--- src/rtl/mtm_alu_rx_param.sv ---
// mtm_alu_rx_param: serial packet receiver for the mtm_Alu datapath.
// Each 11-bit frame is: start(0), type (0=DATA, 1=CTL), 8 data bits MSB first, stop(1).
// A packet is 2*OP_BYTES DATA frames (B then A, MS byte first) followed by one CTL frame.
// The CTL frame is {0, OP[2:0], CRC4[3:0]}.
// The result, or an error code, is presented on a valid/ready output that holds its value until accepted.
// Optional feature: define MTM_ALU_RX_TIMEOUT_EN to abort a partial packet after TIMEOUT_CYC idle cycles.
module mtm_alu_rx_param #(
  parameter int OP_BYTES    = 4,
  parameter int TIMEOUT_CYC = 64
) (
  input  logic                  clk,
  input  logic                  rst,
  input  logic                  sin,
  output logic                  out_valid,
  input  logic                  out_ready,
  output logic [8*OP_BYTES-1:0] out_a,
  output logic [8*OP_BYTES-1:0] out_b,
  output logic [2:0]            out_op,
  output logic [2:0]            out_err,
  output logic                  out_overrun,
  output logic                  frame_err
);

  localparam int W     = 8 * OP_BYTES;
  localparam int NDATA = 2 * OP_BYTES;
  localparam int CNT_W = $clog2(NDATA + 2);

  // Reject parameter values outside the supported range at elaboration.
  if (OP_BYTES < 1 || OP_BYTES > 8 || TIMEOUT_CYC < 1) begin : g_bad_param
    $error("mtm_alu_rx_param: OP_BYTES must be 1..8 and TIMEOUT_CYC >= 1");
  end

  typedef enum logic [1:0] {S_IDLE, S_TYPE, S_DATA, S_STOP} state_t;

  // One bit of the x^4+x+1 CRC, MSB-first serial form.
  function automatic logic [3:0] crc4_step(input logic [3:0] crc, input logic d);
    logic fb;
    fb = crc[3] ^ d;
    return {crc[2], crc[1], crc[0] ^ fb, fb};
  endfunction

  state_t           state_q, state_d;
  logic             type_q, type_d;
  logic [2:0]       bit_cnt_q, bit_cnt_d;
  logic [6:0]       ctl_q, ctl_d;        // low 7 bits of the frame byte; bit 7 of CTL carries nothing
  logic [2*W-1:0]   data_q, data_d;
  logic [3:0]       crc_q, crc_d;
  logic [CNT_W-1:0] dcnt_q, dcnt_d;
  logic             hold_q, hold_d;      // after a framing error, wait for the line to go high
  logic             out_valid_q, out_valid_d;
  logic [W-1:0]     out_a_q, out_a_d;
  logic [W-1:0]     out_b_q, out_b_d;
  logic [2:0]       out_op_q, out_op_d;
  logic [2:0]       out_err_q, out_err_d;
  logic             out_overrun_q, out_overrun_d;
  logic             frame_err_q, frame_err_d;

  logic             pkt_done;
  logic [W-1:0]     res_a, res_b;
  logic [2:0]       res_op, res_err;
  logic [2:0]       op_rx;
  logic [3:0]       crc_tail;

`ifdef MTM_ALU_RX_TIMEOUT_EN
  localparam int TMO_W = $clog2(TIMEOUT_CYC + 1);
  logic [TMO_W-1:0] tmo_q, tmo_d;
`endif

  // The constant '1' marker bit and OP are folded into the running CRC only when the CTL frame lands.
  assign op_rx    = ctl_q[6:4];
  assign crc_tail = crc4_step(crc4_step(crc4_step(crc4_step(crc_q, 1'b1), op_rx[2]), op_rx[1]), op_rx[0]);

  // Next-state logic: frame deserialiser, packet assembly, error evaluation and output handshake.
  always_comb begin
    state_d       = state_q;
    type_d        = type_q;
    bit_cnt_d     = bit_cnt_q;
    ctl_d         = ctl_q;
    data_d        = data_q;
    crc_d         = crc_q;
    dcnt_d        = dcnt_q;
    hold_d        = hold_q;
    out_valid_d   = out_valid_q;
    out_a_d       = out_a_q;
    out_b_d       = out_b_q;
    out_op_d      = out_op_q;
    out_err_d     = out_err_q;
    out_overrun_d = out_overrun_q;
    frame_err_d   = 1'b0;
    pkt_done      = 1'b0;
    res_a         = '0;
    res_b         = '0;
    res_op        = 3'b000;
    res_err       = 3'b000;
`ifdef MTM_ALU_RX_TIMEOUT_EN
    tmo_d         = '0;
`endif

    case (state_q)
      S_IDLE: begin
        if (hold_q) begin
          if (sin) hold_d = 1'b0;
        end else if (!sin) begin
          state_d = S_TYPE;
        end
      end
      S_TYPE: begin
        type_d    = sin;
        bit_cnt_d = 3'd0;
        state_d   = S_DATA;
      end
      S_DATA: begin
        ctl_d     = {ctl_q[5:0], sin};
        // Only DATA frames feed the operand register and the running CRC.
        if (!type_q) begin
          data_d = {data_q[2*W-2:0], sin};
          crc_d  = crc4_step(crc_q, sin);
        end
        bit_cnt_d = bit_cnt_q + 3'd1;
        if (bit_cnt_q == 3'd7) state_d = S_STOP;
      end
      S_STOP: begin
        state_d = S_IDLE;
        if (!sin) begin
          // Bad stop bit: drop the whole packet and resynchronise on a high line.
          frame_err_d = 1'b1;
          hold_d      = 1'b1;
          dcnt_d      = '0;
          crc_d       = 4'd0;
          data_d      = '0;
        end else if (!type_q) begin
          if (dcnt_q != CNT_W'(NDATA + 1)) dcnt_d = dcnt_q + 1'b1;
        end else begin
          pkt_done = 1'b1;
          if (dcnt_q != CNT_W'(NDATA)) begin
            res_err = 3'b100;
          end else if (crc_tail != ctl_q[3:0]) begin
            res_err = 3'b010;
          end else if (!(op_rx inside {3'b000, 3'b001, 3'b100, 3'b101})) begin
            res_err = 3'b001;
          end else begin
            res_a  = data_q[W-1:0];
            res_b  = data_q[2*W-1:W];
            res_op = op_rx;
          end
          dcnt_d = '0;
          crc_d  = 4'd0;
          data_d = '0;
        end
      end
      default: state_d = S_IDLE;
    endcase

`ifdef MTM_ALU_RX_TIMEOUT_EN
    // Idle-gap watchdog: runs only between frames of a partially received packet.
    if (state_q == S_IDLE && dcnt_q != '0 && !hold_q && sin) begin
      if (tmo_q == TMO_W'(TIMEOUT_CYC - 1)) begin
        pkt_done = 1'b1;
        res_err  = 3'b100;
        dcnt_d   = '0;
        crc_d    = 4'd0;
        data_d   = '0;
      end else begin
        tmo_d = tmo_q + 1'b1;
      end
    end
`endif

    // A finished packet loads only if the output slot is free or is being emptied this cycle.
    if (pkt_done) begin
      if (!out_valid_q || out_ready) begin
        out_valid_d = 1'b1;
        out_a_d     = res_a;
        out_b_d     = res_b;
        out_op_d    = res_op;
        out_err_d   = res_err;
      end else begin
        out_overrun_d = 1'b1;
      end
    end else if (out_valid_q && out_ready) begin
      out_valid_d = 1'b0;
    end
  end

  // State registers with synchronous reset.
  always_ff @(posedge clk) begin
    if (rst) begin
      state_q       <= S_IDLE;
      type_q        <= 1'b0;
      bit_cnt_q     <= 3'd0;
      ctl_q         <= 7'd0;
      data_q        <= '0;
      crc_q         <= 4'd0;
      dcnt_q        <= '0;
      hold_q        <= 1'b0;
      out_valid_q   <= 1'b0;
      out_a_q       <= '0;
      out_b_q       <= '0;
      out_op_q      <= 3'b000;
      out_err_q     <= 3'b000;
      out_overrun_q <= 1'b0;
      frame_err_q   <= 1'b0;
`ifdef MTM_ALU_RX_TIMEOUT_EN
      tmo_q         <= '0;
`endif
    end else begin
      state_q       <= state_d;
      type_q        <= type_d;
      bit_cnt_q     <= bit_cnt_d;
      ctl_q         <= ctl_d;
      data_q        <= data_d;
      crc_q         <= crc_d;
      dcnt_q        <= dcnt_d;
      hold_q        <= hold_d;
      out_valid_q   <= out_valid_d;
      out_a_q       <= out_a_d;
      out_b_q       <= out_b_d;
      out_op_q      <= out_op_d;
      out_err_q     <= out_err_d;
      out_overrun_q <= out_overrun_d;
      frame_err_q   <= frame_err_d;
`ifdef MTM_ALU_RX_TIMEOUT_EN
      tmo_q         <= tmo_d;
`endif
    end
  end

  assign out_valid   = out_valid_q;
  assign out_a       = out_a_q;
  assign out_b       = out_b_q;
  assign out_op      = out_op_q;
  assign out_err     = out_err_q;
  assign out_overrun = out_overrun_q;
  assign frame_err   = frame_err_q;

endmodule

--- config.mk ---
export PLATFORM = sky130hd
export DESIGN_NAME = mtm_alu_rx_param
export DESIGN_NICKNAME = d
export VERILOG_FILES = /design/src/rtl/mtm_alu_rx_param.sv
export SDC_FILE = /design/constraint.sdc
export NUM_CORES = 1
export LEC_CHECK = 0
export BUFFER_PORTS_ARGS = -buffer_cell sky130_fd_sc_hd__buf_4
export CORE_MARGIN = 3
export CORE_UTILIZATION = 52
export CTS_BUF_LIST = sky130_fd_sc_hd__clkbuf_4 sky130_fd_sc_hd__clkbuf_8 sky130_fd_sc_hd__clkbuf_16
export DETAILED_ROUTE_END_ITERATION = 16
export PLACE_DENSITY = 0.77
export SKIP_LAST_GASP = 1
export SYNTH_ARGS = -nofsm -noshare
export SYNTH_HDL_FRONTEND = slang
export SYNTH_SLANG_ARGS = --single-unit
--- constraint.sdc ---
create_clock -name clk -period 2 [get_ports clk]
set_input_delay 0.4 -clock clk [delete_from_list [all_inputs] [get_ports clk]]
set_output_delay 0.4 -clock clk [all_outputs]
set_load 0.05 [all_outputs]
# Word-level counts from Yosys, hierarchy flattened

Index checks and enable logic that the tools add are counted.

$add $sub $neg: 2
Equality and inequality tests: 18
Mux-type cells: 50
Bitwise gates (word level): 12
Reduce and logical (&&, ||, !) cells: 18

Operator list:

| operator              | count |
|---|---|
| $mux W32              | 12 |
| $mux W64              | 3 |
| $pmux W64 S2          | 1 |
| $mux W3               | 10 |
| $mux W4               | 6 |
| $mux W1               | 10 |
| $ne A2 B2 Y1 const B  | 5 |
| $reduce_and A2 Y1     | 5 |
| $eq A3 B3 Y1 const B  | 3 |
| $xor A1 B1 Y1         | 9 |
| $mux W2               | 4 |
| $ne A4 B4 Y1 const B  | 2 |
| $pmux W2 S4           | 1 |
| $pmux W4 S2           | 1 |
| $reduce_bool A2 Y1    | 4 |
| $pmux W3 S2           | 1 |
| $reduce_and A3 Y1     | 2 |
| $add A4 B1 Y4 const B | 1 |
| $eq A2 B2 Y1 const B  | 2 |
| $ne A4 B4 Y1          | 1 |
| $reduce_bool A4 Y1    | 1 |
| $add A3 B1 Y3 const B | 1 |
| $eq A3 B1 Y1 const B  | 1 |
| $logic_not A3 Y1      | 1 |
| other kinds (11)      | 13 |

Flip-flop bits (word level): 159
Output and inout bits: 73
Word-level logic and storage cells: 115

# Longest topological paths before layout

Gate-level depths: netlist of the first run.

Word-level depth: 10
Depth in mapped cells: 9
Depth with buffers taken out: 6

# Least setup slack after synthesis of the first run

OpenSTA, ideal clock, no wires.

Path kind: register to register
Start: register state_q[0]
End: register out_a_q[0] (netlist: out_a[0])
Setup time: 0.086 ns
Arrival: 1.788 ns
Data required time: 1.914 ns
Setup slack: 0.125 ns
Cell stages (with the launch flop): 9
Path buffers: 3
Clock period less this slack: 1.875 ns
Cells stage by stage: dfxtp_1 > ha_1 > buf_2 > and3_1 > a21oi_1 > buf_2 > clkbuf_1 > nand2_1 > o31ai_4

Word-level cells in the longest chain between the ends: 3
Elaborated cells between the ends (all ways): 4

Ends and longest elaborated chain:

| item                        | RTL line | source |
|---|---|---|
| from (decl)                 | 42       | `state_t state_q, state_d;` |
| from (signal assigned)      | 207      | `state_q <= state_d;` |
| $eq A2 B2 Y1 (*)            | 99       | `case (state_q)` |
| $mux W1                     | 99       |  |
| $reduce_and A2 Y1 (no line) | --       |  |
| to (signal assigned)        | 216      | `out_a_q <= out_a_d;` |
| to (decl)                   | 51       | `logic [W-1:0] out_a_q, out_a_d;` |

Mark *: on every way between the ends. The rest lies on a longest branch, timed or not.
A chain may end at the register's enable or synchronous reset.

# Worst setup path after layout of the first run

Start: register state_q[0]
End: register data_q[42]

Word-level cells in the longest chain between the ends: 3
Elaborated cells between the ends (all ways): 7

Ends and longest elaborated chain:

| item                                           | RTL line | source |
|---|---|---|
| $eq A2 B2 Y1                                   | 99       |  |
| $ne A3 B3 Y1 (no line) (tied with other cells) | --       |  |
| $reduce_and A3 Y1 (no line)                    | --       |  |
| to (signal assigned)                           | 211      | `data_q <= data_d;` |
| to (decl)                                      | 46       | `logic [2*W-1:0] data_q, data_d;` |

Parallel ways exist; a longest one is shown, timed or not.

==> impl_metrics.toml, run 1 <==
[worst_hold_path]
min_path_type = "input port to flip-flop"
min_to = "out_overrun"
whs_path_depth = 4
hold_start = "out_ready"

[clocking]
cts_resized = 0
cts.clk_slew.worst_paths_ns = 0.06
ctsRootBufferMaster = "clkbuf_16"
cts_max_level = 4
holdBufCountCts = 0
post_cts_buffers = 0
cts_buffer_depth = 2
clkSinkCount = 159
insertion_delay_ns = 0.42
cts_inserted_buffers = 17
cts_tree = "done"

[cells_and_area]
final_nets = 736
drive_gt1_frac = 0.221
fillers = 880
syn_to_final_growth_pct = 21.3
n_antenna_cell = 0

[setup_path]
crit_buf_inv = 2
critPathSlowestCell = "a32o_2"
r2r_start = "state_q[0]"
crit_family = "compound AO/OA/AOI/OAI gates"
startpoint_type = "flip-flop"
crit_type = "flip-flop to flip-flop"
reg2regPathDepth = 7
path_cells = "ha_1 -> buf_4 -> nand2b_1 -> a32o_2 -> buf_6 -> a22oi_1 -> nor2_1"
r2r_slack_ns = 0.08
slowest_delay_ns = 0.36
arrival_ns = 2.17
end_kind = "flip-flop"
cp.required_ns = 2.26
r2r_end = "data_q[42]"
crit_fanout = 23

[logic_synthesis]
avgSynthCellArea_um2 = 9.52
yosysTopAreaCellShare = 0.507
synth_top_area_cell = "dfxtp_1"
synth_edf_count = 0
synth-seq-cells = 159
async_flop_share = 0
netlist_area_um2 = 6280
syn-num-nets = 673
yosys_most_used_dff = "dfxtp_1"
synth_area_leaders = "dfxtp_1 (51%), a22oi_1 (7.4%), o31ai_4 (6.8%)"
yosysWarnings = 0
syn_inst = 660
ys_seq_area_frac = 0.507
synth_cell_types = 37

[floorplan]
die_y_um = 116
die_area_um2 = 13400
initial_utilization = 0.541
rows = 39
die_w_um = 116
core_um2 = 11600
pin_count = 77

[placement]
port_buffers = 76
place_hpwl_um = 8290
place.gp.congestion = 0.798

[timing]
fin_tns_setup_ns = 0
setup_viol = 0
worst-slew-pin-transition_ns = 0.921
finClkSkew_ns = 0.00967
fin_crit_ns = 1.92
rsz0062_at_grt = "true"
final_max_slew_viol_count = 0
fin_crit_sh = 0.960
fmax_ghz = 0.521
hold_viol = 0
slew-limit-headroom = 0.386

[route]
drc_errors = 0
routedWlPerCell_um = 14.6
vias = 4772
drtAntennaViolNets = 0
vias_per_cell = 5.43
wl_um = 12800
first_pass_iters = 5
drtIter0Drc = 261

[global_route]
grt_remaining_overflow = 0
antenna_found_initial = 0
grt.total_usage = 0.197
grt_pass1_wl_um = 21500
grt_max_degree = 92
grt_pass1_vias = 4562

[run_status]
status = "completed"

[power_and_ir_drop]
finalPower_uw = 7410
leakage_uw = 0.00276
ir_worst_vdd_uv = 564
p_per_area_nw_per_um2 = 972

[flow_run]
max_cap_viol_count = 0
-- placed cells by master, fill, tap and decap left out, drive strengths merged, types with 2 or more instances in the layout --
master	count
mux2i	10
nor4	7
clkbuf	19
nand2	72
nand3	4
inv	74
buf	95
nand3b	4
clkinv	6
a22oi	62
ha	9
nor2b	2
nand2b	9
o21ai	8
nor2	82
bufinv	2
xor2	2
nor3b	3
o31ai	66
a21oi	16
xnor2	8
and3	4
clkinvlp	3
dfxtp	159
-- cell type report --
cell class                      instances  area, um2  share of cell area
Clock inverter                         13        138              0.0181
Inverter                               72        270              0.0354
Clock buffer                           19        453              0.0594
Multi-Input combinational cell        378       2630               0.345
Timing Repair Buffer                   95        767               0.101
Tap cell                              143        179              0.0235
Sequential cell                       159       3190               0.418
-- through the flow --
step / util / instance area, um2 / setup WS (ns) / std cells / hold slack [ns]
floorplan: - / 6280 / 0.125 / 660 / 0.440
global placement: 0.605 / 7030 / 0.185 / 847 / 0.439
detailed placement: 0.605 / 7030 / 0.0925 / 847 / 0.441
CTS: 0.656 / 7620 / 0.0257 / 879 / 0.344
global route: 0.657 / 7620 / -0.00573 / 879 / 0.360
finish: 0.657 / 7620 / 0.0810 / 879 / 0.350
-- worst min-delay path: cells and delay by family --
| family | cells | cell delay [ns] |
|---|---|---|
| AOI/OAI and AO/OA | 1 | 0.13 |
| and+or+nand+nor | 2 | 0.12 |
| buffers and inverters | 1 | 0.08 |
-- logic make-up after synthesis --
family,synth area share
XOR/XNOR,0.0175
AND/OR/NAND/NOR,0.131
AO/OA/AOI/OAI,0.231
adder cells (fa/ha/maj),0.0179
buffers and inverters,0.0796
flip-flops,0.507
multiplexers,0.0159
-- per-layer routing --
metal	wire, um	vias to the layer above	track usage
met5	0	-	0
met4	240	0	0.0742
met2	6240	112	0.327
met1	5810	2274	0.252
li1	-	2365	-
met3	531	21	0.0439
-- synthesized netlist by cell type (all sizes together), types with 2 or more instances --
cell	n
a21oi	16
a22oi	62
and3	4
buf	15
clkbuf	36
dfxtp	159
ha	9
inv	72
mux2i	10
nand2	72
nand2b	9
nand3	4
nand3b	4
nor2	82
nor2b	2
nor3b	3
nor4	7
o21ai	8
o31ai	66
xnor2	8
xor2	2
-- flip-flops by register name, summed over array words and instances, names as in the netlist, 2 cells and up --
name / cells
state_q: 2
out_b: 32
out_op: 3
ctl_q: 7
dcnt_q: 4
data_q: 64
out_a: 32
out_err: 3
bit_cnt_q: 3
crc_q: 4
-- report_power, final --
part	switching, uW	internal [uW]	total, uW
Sequential	46.1	3220	3260
Clock	1270	1900	3170
Combinational	640	335	975
-- how the worst max path moves through the flow --
stage / from / to / slack, ns / depth (start not counted)
finish: state_q[0] / data_q[42] / 0.08 / 7
global route: ctl_q[2] / out_a[27] / -0.006 / 5
CTS: state_q[1] / data_q[42] / 0.03 / 7
detailed placement: state_q[1] / data_q[42] / 0.09 / 7
global placement: crc_q[1] / out_a[12] / 0.19 / 5
floorplan: state_q[0] / out_a[0] / 0.13 / 8
Note: power is estimated with default switching activity, not from simulation.
==> run 2: changes to the inputs <==
--- a/config.mk
+++ b/config.mk
@@ -7,10 +7,11 @@
 export LEC_CHECK = 0
 export BUFFER_PORTS_ARGS = -buffer_cell sky130_fd_sc_hd__buf_4
 export CORE_MARGIN = 3
-export CORE_UTILIZATION = 52
+export CORE_UTILIZATION = 62
 export CTS_BUF_LIST = sky130_fd_sc_hd__clkbuf_4 sky130_fd_sc_hd__clkbuf_8 sky130_fd_sc_hd__clkbuf_16
 export DETAILED_ROUTE_END_ITERATION = 16
-export PLACE_DENSITY = 0.77
+export PLACE_DENSITY = 0.86
+export SETUP_SLACK_MARGIN = 0.1
 export SKIP_LAST_GASP = 1
 export SYNTH_ARGS = -nofsm -noshare
 export SYNTH_HDL_FRONTEND = slang
==> constraint.sdc (replaced) <==
create_clock -name clk -period 2.43 [get_ports clk]
set_input_delay 0.486 -clock clk [delete_from_list [all_inputs] [get_ports clk]]
set_output_delay 0.486 -clock clk [all_outputs]
set_load 0.05 [all_outputs]
==> run 2 against run 1 <==
Compared with the run above:
- cell count is 1.8% lower
- flip-flop and latch count did not move
- cell area down 1.7%
- sequential share of layout area up 0.71 points
- non-clock buffer count down 6
- global-route usage increased by 5.7 points
- combinational power shrank 21%
- first-iteration DRC count rose by 33%
- total power is 20% lower
- sequential power decreased by 17%
- clock power decreased by 23%
==> impl_metrics.toml, run 2 (synthesized netlist as in run 1, its figures left out) <==
[run_status]
status = "completed"

[setup_path]
arrival_ns = 2.48
reg2regPathDepth = 7
crit_fanout = 30
end_kind = "flip-flop"
cp.required_ns = 2.82
startpoint_type = "flip-flop"
r2r_end = "crc_q[1]"
r2r_slack_ns = 0.34
crit_type = "flip-flop to flip-flop"
r2r_start = "state_q[0]"

[cells_and_area]
top_register = "data_q"
drive_gt1_frac = 0.215
final_cell_mix = "dfxtp_1 (158), buf_4 (87), nor2_1 (81)"
fillers = 643
largest_reg_flops = 64
post-route-util = 0.764
syn_to_final_growth_pct = 19.3
final_nets = 730
n_antenna_cell = 0
fin_area_um2 = 7500
layout_commonest_cell = "dfxtp_1"

[floorplan]
rows = 36
initial_utilization = 0.640
core_um2 = 9820
die_area_um2 = 11400
pin_count = 77
die_w_um = 107
die_y_um = 107

[global_route]
antenna_found_initial = 0
grt_remaining_overflow = 0
grt.total_usage = 0.254
grt_pass1_wl_um = 23400
grt_pass1_vias = 4950
grt_max_degree = 69

[clocking]
clkSinkCount = 159
cts_inserted_buffers = 17
post_cts_buffers = 0
cts_resized = 0
holdBufCountCts = 0
cts.clk_slew.worst_paths_ns = 0.07
cts_tree = "done"
cts_buffer_depth = 2
ctsRootBufferMaster = "clkbuf_8"
insertion_delay_ns = 0.52
cts_max_level = 4

[route]
vias_per_cell = 5.72
wl_met2_um = 7350
first_pass_iters = 6
top_layer = "met4"
drtIter0Drc = 348
drtAntennaViolNets = 0
drc_errors = 0
vias = 4936
wl_met1_um = 5530
wl_um = 13900
routedWlPerCell_um = 16.1
wl_met3_um = 685

[worst_hold_path]
min_to = "hold_q"
min_path_type = "input port to flip-flop"
whs_path_depth = 2
hold_start = "sin"

[power_and_ir_drop]
leakage_uw = 0.00270
p_sw_uw = 1720
p_clk_frac = 0.415
p_per_area_nw_per_um2 = 788
seqPwrFrac = 0.455
finalPower_uw = 5910
ir_worst_vdd_uv = 514
p_sw_frac = 0.291
internal_power_uw = 4190
comb_power_share = 0.130

[timing]
worst-slew-pin-transition_ns = 1.08
whs_ns = 0.283
fmax_ghz = 0.478
fin_crit_ns = 2.09
hold_viol = 0
finClkSkew_ns = 0.00747
fin_crit_sh = 0.860
rsz0062_at_grt = "false"
final_max_slew_viol_count = 0
slew-limit-headroom = 0.282
fin_tns_setup_ns = 0
setup_viol = 0

[flow_run]
max_cap_viol_count = 0

[placement]
dpl_cell_area_um2 = 6950
place_hpwl_um = 8160
place.gp.congestion = 0.805
port_buffers = 76
[run 2: changes by cell type in the layout (fill, tap and decap cells not counted), moves of 2 or more]
| cell | before | now |
|---|---|---|
| inv_6 | 2 | 5 |
| clkinv_2 | 4 | 1 |
| buf_4 | 90 | 87 |
| bufinv_16 | 2 | 0 |
| inv_8 | 0 | 3 |
| buf_12 | 4 | 2 |
[run 2: layout make-up]
type / instances / area (um2) / area share
Sequential cell: 159 / 3190 / 0.425
Multi-Input combinational cell: 378 / 2630 / 0.351
Timing Repair Buffer: 89 / 693 / 0.0925
Clock buffer: 18 / 428 / 0.0571
Inverter: 72 / 270 / 0.0360
Tap cell: 133 / 166 / 0.0222
Clock inverter: 14 / 121 / 0.0162
[run 2: per-layer routing]
metal | GRT usage | vias up
li1 | - | 2357
met1 | 0.297 | 2383
met2 | 0.447 | 158
met3 | 0.0578 | 38
met4 | 0.107 | 0
met5 | 0 | -
[run 2: worst max-delay path, stage by stage (launching register included)]
cell	delay, ns
dfxtp_1	0.34
inv_1	0.13
ha_1	0.42
nand2b_1	0.20
a32o_2	0.29
buf_4	0.24
a22oi_1	0.28
nor2_1	0.07
[run 2: stage by stage]
step                      cells  worst slack (ns)
final                       863             0.339
after detailed placement    831             0.352
after CTS                   863             0.367
after global routing        863             0.193
after global placement      831             0.443
after floorplan             660             0.555
[run 2: how the worst max path moves through the flow]
stage / start / endpoint / slack (ns) / depth (start not counted)
after CTS: state_q[0] / data_q[53] / 0.37 / 7
final: state_q[0] / crc_q[1] / 0.34 / 7
after global routing: state_q[1] / out_a[18] / 0.19 / 6
after detailed placement: sin / out_b[31] / 0.35 / 6
after global placement: sin / out_op[0] / 0.44 / 6
after floorplan: state_q[0] / out_a[0] / 0.56 / 8
[run 2: power by group through the flow]
stage	logic [uW]	clock network, uW	registers [uW]
2_1_floorplan	547	0	2740
3_3_place_gp	693	0	2740
3_5_place_dp	725	0	2740
4_1_cts	753	2480	2690
5_1_grt	833	2610	2690
6_report	770	2450	2690
